## src/rtl/hamming_dual_decoder_pkg.sv

```systemverilog
// Shared constants and types for the dual Hamming(7,4) decoder.
package hd_pkg;

   // Code-word geometry
   localparam int unsigned CW_W   = 7;
   localparam int unsigned DATA_W = 4;
   localparam int unsigned RES_W  = 6;

   // Bit positions inside a code word, MSB first: p1 p2 p3 x1 x2 x3 x4
   localparam int unsigned P1 = 6;
   localparam int unsigned P2 = 5;
   localparam int unsigned P3 = 4;
   localparam int unsigned X1 = 3;
   localparam int unsigned X2 = 2;
   localparam int unsigned X3 = 1;
   localparam int unsigned X4 = 0;

   // Operation selected by {eb1, eb2}
   localparam logic [1:0] OP_2A_PLUS_B  = 2'b00;
   localparam logic [1:0] OP_2A_MINUS_B = 2'b01;
   localparam logic [1:0] OP_A_MINUS_2B = 2'b10;
   localparam logic [1:0] OP_A_PLUS_2B  = 2'b11;

   typedef logic        [CW_W-1:0]   code_word_t;
   typedef logic signed [DATA_W-1:0] data_t;
   typedef logic signed [RES_W-1:0]  result_t;

endpackage

```

## src/rtl/hamming_dual_decoder_corrector.sv

```systemverilog
// Combinational single-error corrector for one Hamming(7,4) code word.
module hamming74_corrector
   import hd_pkg::*;
(
   input  code_word_t i_code_word,
   output data_t      o_data,
   output logic       o_eb
);

   logic [2:0] w_syndrome;
   code_word_t w_mask;
   code_word_t w_corrected;

   // Syndrome, error-position mask and correction
   always_comb begin
      w_syndrome = '0;
      w_mask     = '0;
      w_syndrome[2] = i_code_word[P1] ^ i_code_word[X1] ^ i_code_word[X2] ^ i_code_word[X3];
      w_syndrome[1] = i_code_word[P2] ^ i_code_word[X1] ^ i_code_word[X2] ^ i_code_word[X4];
      w_syndrome[0] = i_code_word[P3] ^ i_code_word[X1] ^ i_code_word[X3] ^ i_code_word[X4];
      case (w_syndrome)
         3'b100:  w_mask[P1] = 1'b1;
         3'b010:  w_mask[P2] = 1'b1;
         3'b001:  w_mask[P3] = 1'b1;
         3'b111:  w_mask[X1] = 1'b1;
         3'b110:  w_mask[X2] = 1'b1;
         3'b101:  w_mask[X3] = 1'b1;
         3'b011:  w_mask[X4] = 1'b1;
         default: w_mask     = '0;   // syndrome 000: nothing to correct
      endcase
      w_corrected = i_code_word ^ w_mask;
   end

   // eb is the received value of the bit that was wrong (0 when no error)
   assign o_eb   = |(i_code_word & w_mask);
   assign o_data = data_t'({w_corrected[X1], w_corrected[X2], w_corrected[X3], w_corrected[X4]});

endmodule

```

## src/rtl/hamming_dual_decoder.sv

```systemverilog
// Corrects two Hamming(7,4) words and combines their data; one registered stage.
module hamming_dual_decoder
   import hd_pkg::*;
(
   input  logic            clk,
   input  logic            rst,
   input  logic            in_valid,
   input  logic [CW_W-1:0] code_word1,
   input  logic [CW_W-1:0] code_word2,
   output logic            out_valid,
   output logic [RES_W-1:0] out_n
);

   data_t   w_c1;
   data_t   w_c2;
   logic    w_eb1;
   logic    w_eb2;
   result_t w_a;
   result_t w_b;
   result_t w_result;

   logic            r_out_valid;
   result_t         r_out_n;

   hamming74_corrector u_corr1 (
      .i_code_word (code_word_t'(code_word1)),
      .o_data      (w_c1),
      .o_eb        (w_eb1)
   );

   hamming74_corrector u_corr2 (
      .i_code_word (code_word_t'(code_word2)),
      .o_data      (w_c2),
      .o_eb        (w_eb2)
   );

   // Sign-extend both data, then apply the operation chosen by the erroneous bits
   always_comb begin
      w_a      = result_t'(w_c1);
      w_b      = result_t'(w_c2);
      w_result = '0;
      case ({w_eb1, w_eb2})
         OP_2A_PLUS_B:  w_result = (w_a <<< 1) + w_b;
         OP_2A_MINUS_B: w_result = (w_a <<< 1) - w_b;
         OP_A_MINUS_2B: w_result = w_a - (w_b <<< 1);
         OP_A_PLUS_2B:  w_result = w_a + (w_b <<< 1);
         default:       w_result = '0;
      endcase
   end

   // Output register: reset wins, idle cycles clear the result
   always_ff @(posedge clk) begin
      if (rst) begin
         r_out_valid <= 1'b0;
         r_out_n     <= '0;
      end else if (in_valid) begin
         r_out_valid <= 1'b1;
         r_out_n     <= w_result;
      end else begin
         r_out_valid <= 1'b0;
         r_out_n     <= '0;
      end
   end

   assign out_valid = r_out_valid;
   assign out_n     = RES_W'(r_out_n);

endmodule

```

## config.mk

```make
export PLATFORM = sky130hd
export DESIGN_NAME = hamming_dual_decoder
export DESIGN_NICKNAME = d
export VERILOG_FILES = /design/src/rtl/hamming_dual_decoder_pkg.sv /design/src/rtl/hamming_dual_decoder_corrector.sv /design/src/rtl/hamming_dual_decoder.sv
export SDC_FILE = /design/constraint.sdc
export NUM_CORES = 1
export LEC_CHECK = 0
export BUFFER_PORTS_ARGS = -buffer_cell sky130_fd_sc_hd__buf_2
export CAP_MARGIN = 0
export CORE_MARGIN = 2
export CORE_UTILIZATION = 59
export CTS_BUF_LIST = sky130_fd_sc_hd__clkbuf_2 sky130_fd_sc_hd__clkbuf_4 sky130_fd_sc_hd__clkbuf_8
export CTS_CLUSTER_SIZE = 14
export DETAILED_ROUTE_END_ITERATION = 10
export GPL_TIMING_DRIVEN = 0
export PLACE_DENSITY = 0.83
export RECOVER_POWER = 50
export SLEW_MARGIN = 30
export SYNTH_ARGS = -nofsm -noshare
export SYNTH_HDL_FRONTEND = slang
export SYNTH_SLANG_ARGS = --single-unit
```

## constraint.sdc

```tcl
create_clock -name clk -period 4.82 [get_ports clk]
set_clock_uncertainty 0.05 [all_clocks]
set_input_delay 0.482 -clock clk [delete_from_list [all_inputs] [get_ports clk]]
set_output_delay 0.482 -clock clk [all_outputs]
set_load 0.02 [all_outputs]
```

==> out/results.tsv, run 1 <==
stage	metric	value	unit
status	status	finished clean	
min_path	Worst Hold Path EP	out_n[0]	
layout	area grow syn2layout	11.7	%
synthesis	synthesized area	1460	um^2
timing	minimum clock period after layout	3880	ps
power	switching share of power	49.1	%
timing	Rel. slew slack	52.6	%
synthesis	Cell variety after synth	52	
setup_path	CP max stage delay	500	ps
clock_network	Worst-path clk slew	60	ps
grt	GRT Residual Overflow	0	
clock_network	Resized Gates After CTS	0	
clock_network	CTS tree	built	
clock_network	CTS Sinks	7	
synthesis	mean post-synth cell area	8.18	um^2
power	maximum vdd drop	0.000270	V
synthesis	synth warn	0	
setup_path	crit-path cells	buf_2, xor2_2, xnor2_1, or2b_1, nor2_1, ha_1, or4_1, clkbuf_1, inv_1, nand2_4, nand2_1, nor2_1, a21oi_1, fa_1, inv_1, a21o_1, a21oi_1, xnor2_1, xnor2_1, a31o_1	
clock_network	cts hold-fix bufs	0	
place	routability congestion estimate	0.900	
place	HPWL Detailed	2710	um
setup_path	CP Capture Type	flop	
timing	Hold Slack	675	ps
floorplanning	Ports	24	
timing	slew at the pin closest to its max-slew limit	712	ps
power	sequential share of power	12.6	%
layout	fraction of layout cells with a size suffix above 1	20.1	%
power	clock share of power	10.2	%
drt	DRT Pass-1 Iters	4	
floorplanning	Die ar.	2880	um^2
power	power per cell area	360	nW/um^2
floorplanning	Starting Density	60.4	%
setup_path	Crit path buffers/inverters	4	
min_path	Hold Startpoint	in_valid	
setup_path	Startpoint Class	input port	
synthesis	Cells after Synth	178	
synthesis	FFs w/ async S/R, synth	0	%
synthesis	Syn Nets	218	
timing	Final Hold Vio Count	0	
setup_path	Crit Path Class	input port to flop	
power	NetSw	287	uW
drt	Iter 0 DRT Violations	24	
floorplanning	CORE AREA	2410	um^2
min_path	worst hold stages	4	
min_path	Hold Crit Class	input port to flop	
setup_path	CP max FO	6	
clock_network	CTS max path bufs	2	
power	Int Power	298	uW
setup_path	critical path arrival	3980	ps
timing	Setup TNS Final	0	ps
job	Max Cap Viol	0	
grt	All-Layer GR Usage	25.6	%
floorplanning	DIE WIDTH	53.7	um
layout	Antenna diodes	0	
clock_network	Clock Root Buffer	clkbuf_4	
grt	vias in the first global route	1285	
setup_path	delay-heaviest family, CP	simple AND/OR/NAND/NOR gates	
synthesis	ys flop type	dfxtp_1	
drt	Avg WL per Cell	13.9	um
grt	initial antenna violation count	0	
layout	commonest non-fill, non-tap cell in the layout	ha_1	
clock_network	Num CTS Buffers	3	
place	I/O Buffers	22	
grt	first-pass GRT wire length	5420	um
setup_path	Crit-path slowest cell	or4_1	
layout	Final Util	67.5	%
timing	final setup fails	0	
floorplanning	Die Ht	53.7	um
timing	Slew Viols, Final	0	
drt	Post-Route WL	3250	um
timing	RSZ-0062 raised after global routing	false	
timing	period utilisation layout	80.5	%
layout	most frequent cells in the layout	ha_1 (20), buf_2 (18), a21oi_1 (15), xnor2_1 (14)	
power	Comb pwr share	77.2	%
synthesis	Seq/Total Area, Yosys	9.62	%
drt	antenna-violating nets left	0	
power	Static Leak	0.000752	uW
drt	Via Count	1325	
setup_path	most frequent CP cell	xnor2_1	
setup_path	CP Data Required Time	4920	ps
layout	nets	245	
clock_network	setup repair bufs after CTS	0	
synthesis	#FFs+latches synth	7	
grt	pin count of the biggest net entering global routing	11	
timing	FMAX	258	MHz
drt	Vias per Instance	5.66	
drt	Remaining DRCs	0	
floorplanning	Site Rows	18	
synthesis	Post-synth EDFFs	0	
clock_network	H-tree levels	1	
[power by group through the flow]
stage / Clock [uW] / Combinational (uW) / Sequential, uW
final: 59.8 / 452 / 73.6
after global routing: 66.0 / 507 / 74.8
after CTS: 60.0 / 453 / 73.2
after detailed placement: 0 / 450 / 74.3
after global placement: 0 / 430 / 73.7
after floorplan: 0 / 337 / 91.6
[sequential cells by signal, indices dropped and copies added (netlist names)]
signal     count
out_valid      1
out_n          6
[worst min-delay path, cell delays in order]
cell and delay, ps:
buf_2 80, nand2b_1 40, clkbuf_1 200, nor2_1 140
[how the worst max path moves through the flow]
stage                     cells past startpoint  endpoint  slack [ps]          start
final                                        20  out_n[5]         940  code_word2[2]
after CTS                                    20  out_n[5]         970  code_word2[2]
after detailed placement                     20  out_n[5]         700  code_word2[2]
after global routing                         20  out_n[5]         650  code_word2[2]
after global placement                       18  out_n[5]         790  code_word2[2]
after floorplan                              17  out_n[5]        1140  code_word2[2]
[kinds of logic (layout without fill, tap and decap cells)]
family	count (synthesis)	after routing	synth area share [%]
flops	7	7	9.62
compound gates	45	45	22.6
mux	5	5	3.44
fa+ha+maj	23	23	21.3
xor+xnor	25	25	17.1
simple gates	54	54	19.8
buf+inv	19	45	6.10
[synthesized netlist by cell type, drive strengths merged (3+ instances only)]
cell	number	area (um^2)
a211oi	4	35.0
xor2	8	77.6
mux2i	5	50.1
buf	4	32.5
nor2	14	60.1
nand3	3	15.0
o21ai	6	37.5
a21oi	15	75.1
a21o	3	22.5
ha	20	250
inv	13	48.8
fa	3	60.1
nor2b	3	18.8
nor3	6	35.0
dfxtp	7	140
nand2	14	60.1
o22ai	3	18.8
xnor2	17	171
[per-stage QoR]
stage / area [um^2] / instances / total power (uW) / setup slack [ps]
6_report: 1630 / 234 / 585 / 941
5_1_grt: 1630 / 234 / 648 / 653
4_1_cts: 1630 / 234 / 586 / 968
3_5_place_dp: 1600 / 230 / 525 / 705
3_3_place_gp: 1600 / 230 / 503 / 791
2_1_floorplan: 1460 / 178 / 428 / 1140
[layer usage]
layer,track usage (%),vias up,wire length [um]
li1,-,686,-
met4,5.56,0,48
met2,47.2,30,1640
met3,5.28,4,92
met5,0,-,0
met1,29.9,605,1470
[area by class of cell]
type,count,area [um^2]
Inverter,13,48.8
Timing Repair Buffer,22,103
Multi-Input combinational cell,152,1230
Sequential cell,7,140
Buffer,6,40.0
Fill cell,207,783
Tap cell,30,37.5
Clock buffer,4,30.0
Power figures use the tool's default switching activity.
==> run 2: changes to the inputs <==
--- a/config.mk
+++ b/config.mk
@@ -5,6 +5,7 @@
 export SDC_FILE = /design/constraint.sdc
 export NUM_CORES = 1
 export LEC_CHECK = 0
+export ABC_AREA = 1
 export BUFFER_PORTS_ARGS = -buffer_cell sky130_fd_sc_hd__buf_2
 export CAP_MARGIN = 0
 export CORE_MARGIN = 2
==> constraint.sdc (replaced) <==
create_clock -name clk -period 3.7 [get_ports clk]
set_clock_uncertainty 0.05 [all_clocks]
set_input_delay 0.37 -clock clk [delete_from_list [all_inputs] [get_ports clk]]
set_output_delay 0.37 -clock clk [all_outputs]
set_load 0.02 [all_outputs]
==> out/results.tsv, run 2 <==
stage	metric	value	unit
timing	Rel. slew slack	75.3	%
synthesis	FFs w/ async S/R, synth	0	%
timing	Final Hold Vio Count	0	
floorplanning	Ports	24	
grt	All-Layer GR Usage	22.4	%
synthesis	Yosys top cell by area	ha_1	
synthesis	synth warn	0	
timing	slew at the pin closest to its max-slew limit	370	ps
drt	Remaining DRCs	0	
synthesis	ys flop type	dfxtp_1	
synthesis	Cells after Synth	244	
timing	minimum clock period after layout	3370	ps
layout	most frequent cells in the layout	nand2_1 (62), inv_1 (42), nor2_1 (22), ha_1 (20), buf_2 (17)	
drt	antenna-violating nets left	0	
floorplanning	Die Ht	55.0	um
clock_network	Resized Gates After CTS	0	
place	placed insts	297	
layout	Largest register FFs	6	
timing	RSZ-0062 raised after global routing	false	
setup_path	Startpoint Class	input port	
timing	Slew Viols, Final	0	
place	Placement Setup Slack	84.1	ps
synthesis	Cell variety after synth	32	
drt	Post-Route WL	2970	um
floorplanning	Die ar.	3020	um^2
synthesis	Syn Nets	284	
floorplanning	Starting Density	61.8	%
power	Static Leak	0.00101	uW
floorplanning	CORE AREA	2480	um^2
layout	area grow syn2layout	11.4	%
timing	final setup margin	329	ps
setup_path	CP max FO	6	
timing	period utilisation layout	91.1	%
clock_network	CTS tree	built	
clock_network	cts hold-fix bufs	0	
drt	Iter 0 DRT Violations	35	
drt	Avg WL per Cell	9.86	um
clock_network	H-tree levels	1	
timing	FMAX	297	MHz
grt	GRT Residual Overflow	0	
setup_path	CP Capture Type	flop	
status	status	finished clean	
layout	Post-Layout Cell Count	301	
grt	vias in the first global route	1353	
timing	Setup TNS Final	0	ps
clock_network	CTS max path bufs	2	
synthesis	#FFs+latches synth	7	
place	routability congestion estimate	0.878	
synthesis	mean post-synth cell area	6.28	um^2
grt	grt met3 use	0.806	%
timing	final setup fails	0	
clock_network	Worst-path clk slew	50	ps
layout	Antenna diodes	0	
synthesis	synthesized area	1530	um^2
synthesis	Post-synth EDFFs	0	
drt	Via Count	1513	
setup_path	critical path arrival	3500	ps
floorplanning	DIE WIDTH	55.0	um
min_path	Hold Crit Class	input port to flop	
layout	commonest non-fill, non-tap cell in the layout	nand2_1	
clock_network	CTS Sinks	7	
synthesis	Seq/Total Area, Yosys	9.15	%
grt	GR Util met1	26.8	%
setup_path	Crit Path Class	input port to flop	
synthesis	most common cell in the netlist	nand2_1	
drt	DRT Pass-1 Iters	4	
place	HPWL Detailed	2590	um
grt	first-pass GRT wire length	5120	um
synthesis	ranking of synthesized cells by area	ha_1 (16%), nand2_1 (15%), inv_1 (10%), dfxtp_1 (9.2%), nor2_1 (5.4%)	
place	I/O Buffers	23	
drt	Vias per Instance	5.03	
clock_network	Clock Root Buffer	clkbuf_4	
clock_network	Num CTS Buffers	3	
synthesis	Synth top area share	16.3	%
grt	routing usage on met2	42.7	%
layout	fraction of layout cells with a size suffix above 1	18.8	%
grt	initial antenna violation count	0	
synthesis	top cells by count, synth	nand2_1 (62), inv_1 (42), nor2_1 (22)	
power	Pwr Total	683	uW
setup_path	CP Data Required Time	3830	ps
grt	Top Usage Layer GRT	met2	
job	Max Cap Viol	0	
clock_network	setup repair bufs after CTS	0	
power	maximum vdd drop	0.000319	V
layout	nets	312	
grt	pin count of the biggest net entering global routing	11	
power	power per cell area	400	nW/um^2
floorplanning	Site Rows	18	
-- run 2: report_power, final --
| group | switching (uW) | total (uW) | internal, uW |
|---|---|---|---|
| Combinational | 316 | 517 | 201 |
| Clock | 26.3 | 74.7 | 48.3 |
| Sequential | 2.76 | 90.6 | 87.8 |
| Total | 345 | 683 | 338 |
-- run 2: worst max-delay path: stages --
cell      delay (ps)
buf_2            100
clkbuf_2         150
xor2_1           170
nand2_1          100
nand2_1          120
nand3_1          110
nor2_1            50
ha_1             400
inv_1             70
ha_1             270
inv_1             40
nand2_1           50
o21a_1           130
inv_1             60
fa_1             420
inv_1             70
a21oi_1           60
o21bai_1         170
xor2_1           240
inv_1             60
nand3_1           80
nand3_1           90
a21oi_2          110
-- run 2: final timing paths --
path	slack (ps)	depth (start not counted)	endpoint	start
hold / removal	310	2	out_valid	rst
setup / recovery	330	23	out_n[5]	code_word2[2]
-- run 2: cells by family (layout without fill, tap and decap cells) --
| kind of cell | after synthesis | after routing | synth area share, % |
|---|---|---|---|
| fa+ha+maj | 23 | 23 | 20.3 |
| simple gates | 125 | 125 | 38.8 |
| compound gates | 26 | 26 | 10.6 |
| xor+xnor | 15 | 15 | 8.58 |
| buf+inv | 48 | 75 | 12.6 |
| flops | 7 | 7 | 9.15 |
-- run 2: layout make-up --
type / instances / area, um^2
plain buffers: 2 / 20.0
clock buffers: 4 / 30.0
fillers: 232 / 771
inverters: 46 / 173
multi-input cells: 189 / 1200
flip-flops and latches: 7 / 140
well taps: 30 / 37.5
repair buffers: 23 / 108
-- run 2: per-layer routing --
| layer | vias to the layer above | share of wire (%) |
|---|---|---|
| met5 | - | 0 |
| met4 | 0 | 1.2 |
| met3 | 6 | 4.9 |
| met2 | 40 | 48 |
| met1 | 652 | 46 |
| li1 | 815 | - |
-- run 2: through the flow --
| stage | utilization [%] | hold WS, ps | instance area (um^2) |
|---|---|---|---|
| 2_1_floorplan | - | 455 | 1530 |
| 3_3_place_gp | 68.0 | 564 | 1680 |
| 3_5_place_dp | 68.0 | 573 | 1680 |
| 4_1_cts | 69.2 | 315 | 1710 |
| 5_1_grt | 68.9 | 325 | 1710 |
| 6_report | 68.9 | 314 | 1710 |
